===== src/rtl/latch_word_capture.sv =====
// -----------------------------------------------------------------------------
// latch_word_capture
//
// Serially captures one WIDTH-bit word from an upstream D latch (MSB first)
// and presents it to a downstream consumer through a valid/ready handshake.
// While a capture is running, the latch's complementary outputs are
// cross-checked. If Q ever equals Qn, a sticky complement error is flagged.
//
// Optional feature (compile-time macro LATCH_WORD_CAPTURE_PARITY_EN):
//   One extra even-parity bit is sampled after the data bits. err_parity
//   reports whether the parity check failed. When the macro is undefined,
//   the PAR state is never entered and err_parity is tied to 0.
//
// Parameters
//   WIDTH       data bits per word (2..32)
//
// Ports
//   clk         rising-edge clock for all state
//   reset       synchronous, active-high reset
//   start       request to begin capturing a word (honoured only in IDLE)
//   q_in        latch output Q (the sampled data bit)
//   qn_in       latch output Qn (complement cross-check)
//   word_ready  consumer accepts the word (honoured only in HOLD)
//   word        captured word; stable while word_valid is high
//   word_valid  captured word available (state HOLD)
//   busy        capture in progress (states SHIFT and PAR)
//   err_comp    sticky: q_in == qn_in seen during the capture
//   err_parity  parity check failed (parity build only)
// -----------------------------------------------------------------------------
module latch_word_capture #(
  parameter int WIDTH = 8
) (
  input  logic             clk,
  input  logic             reset,
  input  logic             start,
  input  logic             q_in,
  input  logic             qn_in,
  input  logic             word_ready,
  output logic [WIDTH-1:0] word,
  output logic             word_valid,
  output logic             busy,
  output logic             err_comp,
  output logic             err_parity
);

  // One extra bit so that the counter can represent WIDTH without wrapping.
  localparam int CNT_W = $clog2(WIDTH) + 1;

  typedef enum logic [1:0] {IDLE, SHIFT, PAR, HOLD} state_t;

  state_t             state_q, state_d;
  logic [WIDTH-1:0]   word_q, word_d;
  logic [CNT_W-1:0]   bit_cnt_q, bit_cnt_d;
  logic               err_comp_q, err_comp_d;

  logic last_bit;
  logic comp_bad;

  assign last_bit = (bit_cnt_q == CNT_W'(WIDTH - 1));
  assign comp_bad = (q_in == qn_in);

  // ---------------------------------------------------------------------------
  // State register
  // ---------------------------------------------------------------------------
  always_ff @(posedge clk) begin
    if (reset) begin
      state_q <= IDLE;
    end else begin
      state_q <= state_d;
    end
  end

  // ---------------------------------------------------------------------------
  // Next-state logic
  // ---------------------------------------------------------------------------
  always_comb begin
    state_d = state_q;
    case (state_q)
      IDLE:  if (start) state_d = SHIFT;
      SHIFT: begin
        if (last_bit) begin
`ifdef LATCH_WORD_CAPTURE_PARITY_EN
          state_d = PAR;
`else
          state_d = HOLD;
`endif
        end
      end
      PAR:   state_d = HOLD;
      HOLD:  if (word_ready) state_d = IDLE;
      default: state_d = IDLE;
    endcase
  end

  // ---------------------------------------------------------------------------
  // Output decode (pure function of the registered state)
  // ---------------------------------------------------------------------------
  always_comb begin
    busy       = 1'b0;
    word_valid = 1'b0;
    case (state_q)
      SHIFT, PAR: busy       = 1'b1;
      HOLD:       word_valid = 1'b1;
      default: ;
    endcase
  end

  // ---------------------------------------------------------------------------
  // Datapath: shift register, bit counter, complement error
  // ---------------------------------------------------------------------------
  always_comb begin
    word_d     = word_q;
    bit_cnt_d  = bit_cnt_q;
    err_comp_d = err_comp_q;
    case (state_q)
      IDLE: begin
        if (start) begin
          bit_cnt_d  = '0;
          err_comp_d = 1'b0;
        end
      end
      SHIFT: begin
        // The bit is always taken from Q, even when Q/Qn disagree.
        word_d    = {word_q[WIDTH-2:0], q_in};
        bit_cnt_d = bit_cnt_q + CNT_W'(1);
        if (comp_bad) err_comp_d = 1'b1;
      end
      PAR: begin
        if (comp_bad) err_comp_d = 1'b1;
      end
      default: ;
    endcase
  end

  always_ff @(posedge clk) begin
    if (reset) begin
      word_q     <= '0;
      bit_cnt_q  <= '0;
      err_comp_q <= 1'b0;
    end else begin
      word_q     <= word_d;
      bit_cnt_q  <= bit_cnt_d;
      err_comp_q <= err_comp_d;
    end
  end

  assign word     = word_q;
  assign err_comp = err_comp_q;

  // ---------------------------------------------------------------------------
  // Parity check
  // ---------------------------------------------------------------------------
`ifdef LATCH_WORD_CAPTURE_PARITY_EN
  logic err_parity_q, err_parity_d;

  always_comb begin
    err_parity_d = err_parity_q;
    if (state_q == IDLE && start) begin
      err_parity_d = 1'b0;
    end else if (state_q == PAR) begin
      // Even parity: the data bits and the parity bit must XOR to zero.
      // The flag is updated on the edge that enters HOLD.
      err_parity_d = (^word_q) ^ q_in;
    end
  end

  always_ff @(posedge clk) begin
    if (reset) begin
      err_parity_q <= 1'b0;
    end else begin
      err_parity_q <= err_parity_d;
    end
  end

  assign err_parity = err_parity_q;
`else
  assign err_parity = 1'b0;
`endif

endmodule


===== config.mk =====
export PLATFORM = sky130hd
export DESIGN_NAME = latch_word_capture
export DESIGN_NICKNAME = d
export VERILOG_FILES = /design/src/rtl/latch_word_capture.sv
export SDC_FILE = /design/constraint.sdc
export NUM_CORES = 1
export LEC_CHECK = 0
export ABC_CLOCK_PERIOD_IN_PS = 1700
export BUFFER_PORTS_ARGS = -buffer_cell sky130_fd_sc_hd__buf_2
export CELL_PAD_IN_SITES_DETAIL_PLACEMENT = 0
export CELL_PAD_IN_SITES_GLOBAL_PLACEMENT = 1
export CORE_UTILIZATION = 40
export CTS_BUF_LIST = sky130_fd_sc_hd__clkbuf_4
export DETAILED_ROUTE_END_ITERATION = 12
export PLACE_DENSITY = 0.88
export SLEW_MARGIN = 20
export SYNTH_ARGS = -nofsm -noshare
export SYNTH_HDL_FRONTEND = slang
export SYNTH_SLANG_ARGS = --single-unit

===== constraint.sdc =====
create_clock -name clk -period 1.7 [get_ports clk]
set_clock_uncertainty 0.05 [all_clocks]
set_input_delay 0.085 -clock clk [delete_from_list [all_inputs] [get_ports clk]]
set_output_delay 0.085 -clock clk [all_outputs]
set_load 0.01 [all_outputs]

## Word-level counts from Yosys, hierarchy flattened

Cells that the tools add are included.

- Reductions and logical operators: 7
- Multiplexer cells: 11
- Equal/unequal tests: 9
- Add/subtract/negate cells: 1

Operators with widths:

| cell | number |
|---|---|
| $pmux W2 S4 | 1 |
| $pmux W4 S2 | 1 |
| $mux W2 | 3 |
| $ne A2 B2 Y1 const B | 3 |
| $reduce_and A3 Y1 | 2 |
| $add A4 B1 Y4 const B | 1 |
| $eq A2 B2 Y1 const B | 2 |
| $eq A4 B3 Y1 const B | 1 |
| $mux W1 | 4 |
| $mux W4 | 1 |
| $reduce_bool A2 Y1 | 2 |
| $eq A2 B1 Y1 const B | 1 |
| $logic_not A2 Y1 | 1 |
| $ne A2 B1 Y1 const B | 1 |
| $pmux W1 S2 | 1 |
| $reduce_and A2 Y1 | 1 |
| $reduce_or A2 Y1 | 1 |
| $eq A1 B1 Y1 | 1 |

- Output and inout bits: 12
- Register bits: 15
- Logic and storage cells: 32

## Depth between registers and ports, before layout

- Depth in word-level cells: 4
- Gate-level depth with buffers: 6
- Gate-level depth less buffers: 6

## Worst setup path before layout

Ideal clock, no wire load.

- Kind: reg2reg
- Start: register state_q[0]
- End: register state_q[1]
- Clock period less this slack: 1502 ps
- Path slack: 198 ps
- Cell stages (with the launch flop): 7
- Setup time: 128 ps
- Data required time: 1522 ps
- Path buffers: 0
- Arrival time: 1325 ps
- Cells stage by stage: dfxtp_1 inv_1 ha_1 and2b_1 a221oi_4 mux2i_1 nor2_1

- Word-level cells in the longest chain between the ends: 3
- Elaborated cells between the ends (all ways): 9
- Those cells by class: 6 x eq/ne; 1 x mux; 2 x reduce/logical

Ends and longest elaborated chain:

| what | line | RTL |
|---|---|---|
| start, declared | 51 | `state_t state_q, state_d;` |
| start signal, assigned | 69 | `state_q <= state_d;` |
| $eq A2 B1 Y1, or another cell as far along | 78 | `case (state_q)` |
| $ne A2 B2 Y1 (no source line) | - |  |
| $reduce_and A3 Y1 (no source line) | - |  |

Several ways; a longest one is shown, not always the timed one.
A chain may end at the register's enable or synchronous reset.

## Final worst setup path

Ends and elaborated chain as after synthesis.

==> impl_metrics.yaml <==
run_status:
  status: "finished with violations"
  violations: "DRC"
clock_network:
  clk_latency_ps: 280
  cts.reportedPaths.clkPinSlew_ps: 100
  cts_buffers: 3
  cts_buffer_depth: 2
  clock_sinks: 15
  cts_tree: "done"
  cts-hold-fix-buffers: 0
  root_buffer: "clkbuf_4"
  htree_levels: 1
worst_setup_path:
  end_kind: "flop"
  max_stage_delay_ps: 380
  rrSetupSlack_ps: 150
  setup.worst_path.start_class: "flop"
  crit_required_ps: 1830
  cp.arrival_ps: 1680
  crit_type: "flop to flop"
  cp_cell_sequence: "inv_1, ha_1, and2b_1, a221oi_4, mux2i_1, nor2_1"
  crit_slowest_cell: "dfxtp_2"
  cp_max_fo: 5
run:
  cap_violations: 0
timing:
  fin_crit_ps: 1550
  rsz0062_at_grt: "false"
  fin_setup_tns_ps: 0
  fin_crit_sh: 0.913
  finalSetupViolations: 0
  finalHoldViolCount: 0
  drv_slew: 0
  fmax_mhz: 644
  hold_ws_ps: 8.83
die:
  ioPinCount: 18
  die_y_um: 44.1
  start_util: 0.449
  rows: 14
  dieArea_mm2: 0.00194
  coreArea_mm2: 0.00158
  die_width_um: 44.1
grt:
  grt_pass1_wl_um: 1940
  grt_antenna_before_repair: 0
  grt_pass1_vias: 464
  grt_usage: 0.134
  grt_max_degree: 16
  grt_overflow_total: 0
synthesis:
  yosys_warnings: 0
  synth_cell_type_count: 24
  synth_cells: 74
  syn_nets: 85
  ys_seq_area_frac: 0.424
  ys_seq_elements: 15
  syn_area_um2: 708
  avgSynthCellArea_um2: 9.57
cells_and_area:
  ff_latch_area_um2: 303
  fillCellCount: 145
  diodes: 0
  fin_nets: 104
  syn2layout_area_growth_pct: 17.8
  utilization: 0.529
  drive_gt1_frac: 0.283
  multiInputGateArea_um2: 375
route:
  post_drt_via_cell_ratio: 4.90
  wl_met1_um: 586
  met3_length_um: 63
  ant_nets: 0
  highest_layer: "met3"
  wl_per_cell_um: 10.8
  routed_wl_um: 1170
  via_count: 529
  dr_wl_met2_um: 518
  first_pass_iters: 10
  drcViolationCount: 1
  drtIter0Drc: 9
power:
  power_leakage_nw: 0.381
  vdd_drop_max_mv: 0.750
  power.density_mw_per_mm2: 1270
min_path:
  hold_class: "input pin to flop"
place:
  dp_hpwl_um: 845
  gp_congestion: 0.698
  io_buffers: 16
## cell families after synthesis
logic type / Yosys count / synth area share
other: 1 / 0.00530
multiplexers: 9 / 0.127
AND/OR/NAND/NOR: 25 / 0.170
flip-flops: 15 / 0.424
AO/OA/AOI/OAI: 11 / 0.127
adder cells (fa/ha/maj): 5 / 0.0883
XOR/XNOR: 1 / 0.0124
buffers and inverters: 7 / 0.0459
## metrics by stage
step	std cells	setup WS (ps)	power [mW]	area [um^2]
after global placement	103	144	0.832	795
after global routing	108	44.2	1.14	835
after detailed placement	103	103	0.836	795
after floorplan	74	198	0.747	708
final	108	148	1.06	835
after CTS	107	76.5	1.05	825
## metal layers
layer,global-route usage,up-vias
li1,-,287
met1,0.174,229
met2,0.206,13
met3,0.0531,0
met4,0.0364,0
met5,0,-
## cells in the mapped netlist
library cell	n	share of area
mux2i_1	9	0.13
xnor2_1	1	0.012
and2_1	1	0.0088
and2b_1	1	0.011
inv_1	3	0.016
clkbuf_1	1	0.0053
a21oi_1	4	0.028
or2b_1	1	0.011
nand3b_1	2	0.021
nand2b_1	2	0.018
nor2_1	12	0.064
buf_2	2	0.014
dfxtp_1	15	0.42
buf_4	1	0.011
a22oi_1	1	0.011
a32oi_1	1	0.012
nand2_1	3	0.016
ha_1	5	0.088
o21ai_1	3	0.021
a221oi_4	1	0.037
nand3_1	1	0.0071
a211oi_2	1	0.018
nor3_1	2	0.014
conb_1	1	0.0053
## power by group
part | switching [mW] | internal, mW | leakage, nW | total [mW]
clock | 0.125 | 0.0893 | 0.0139 | 0.214
sequential | 0.0383 | 0.396 | 0.122 | 0.434
combinational | 0.222 | 0.193 | 0.244 | 0.415
## what timing repair did
action / in CTS / in global routing
setup buffers: 0 / 1
gates resized for setup: 0 / 2
endpoints found under the setup margin: 0 / 2
## worst max-delay path, delay by kind of cell (launching register included)
kind            cells  cell delay, ps
simple gates        2             260
compound gates      1             240
fa+ha+maj           1             230
buf+inv             1              60
mux                 1             220
flops               1             380
## flip-flops by register name (all words and copies together), names as in the netlist
name / flops
word: 8
bit_cnt_q: 4
state_q: 2
err_comp: 1
## area by class of cell
class	count	share of cell area
Timing Repair Buffer	18	0.114
Clock inverter	1	0.00900
Tap cell	16	0.0240
Clock buffer	3	0.0270
Multi-Input combinational cell	52	0.450
Sequential cell	15	0.363
Inverter	3	0.0135
## worst paths after layout
| check | end | from | cells past startpoint |
|---|---|---|---|
| worst max-delay path | state_q[1] | state_q[0] | 6 |
| worst min-delay path | word[0] | q_in | 3 |
| worst max register to register | state_q[1] | state_q[0] | 6 |
| worst min register to register | bit_cnt_q[0] | bit_cnt_q[0] | 2 |
## cells in the final DEF, fill, tap and decap left out, types with 3 or more instances in the layout
cell      Yosys  final
buf_2         2     16
dfxtp_1      15     13
nor2_1       12     12
mux2i_1       9      9
ha_1          5      5
a21oi_1       4      4
inv_1         3      3
o21ai_1       3      3
nand2_1       3      3
clkbuf_4      0      3
Note: power is estimated with default switching activity, not from simulation.
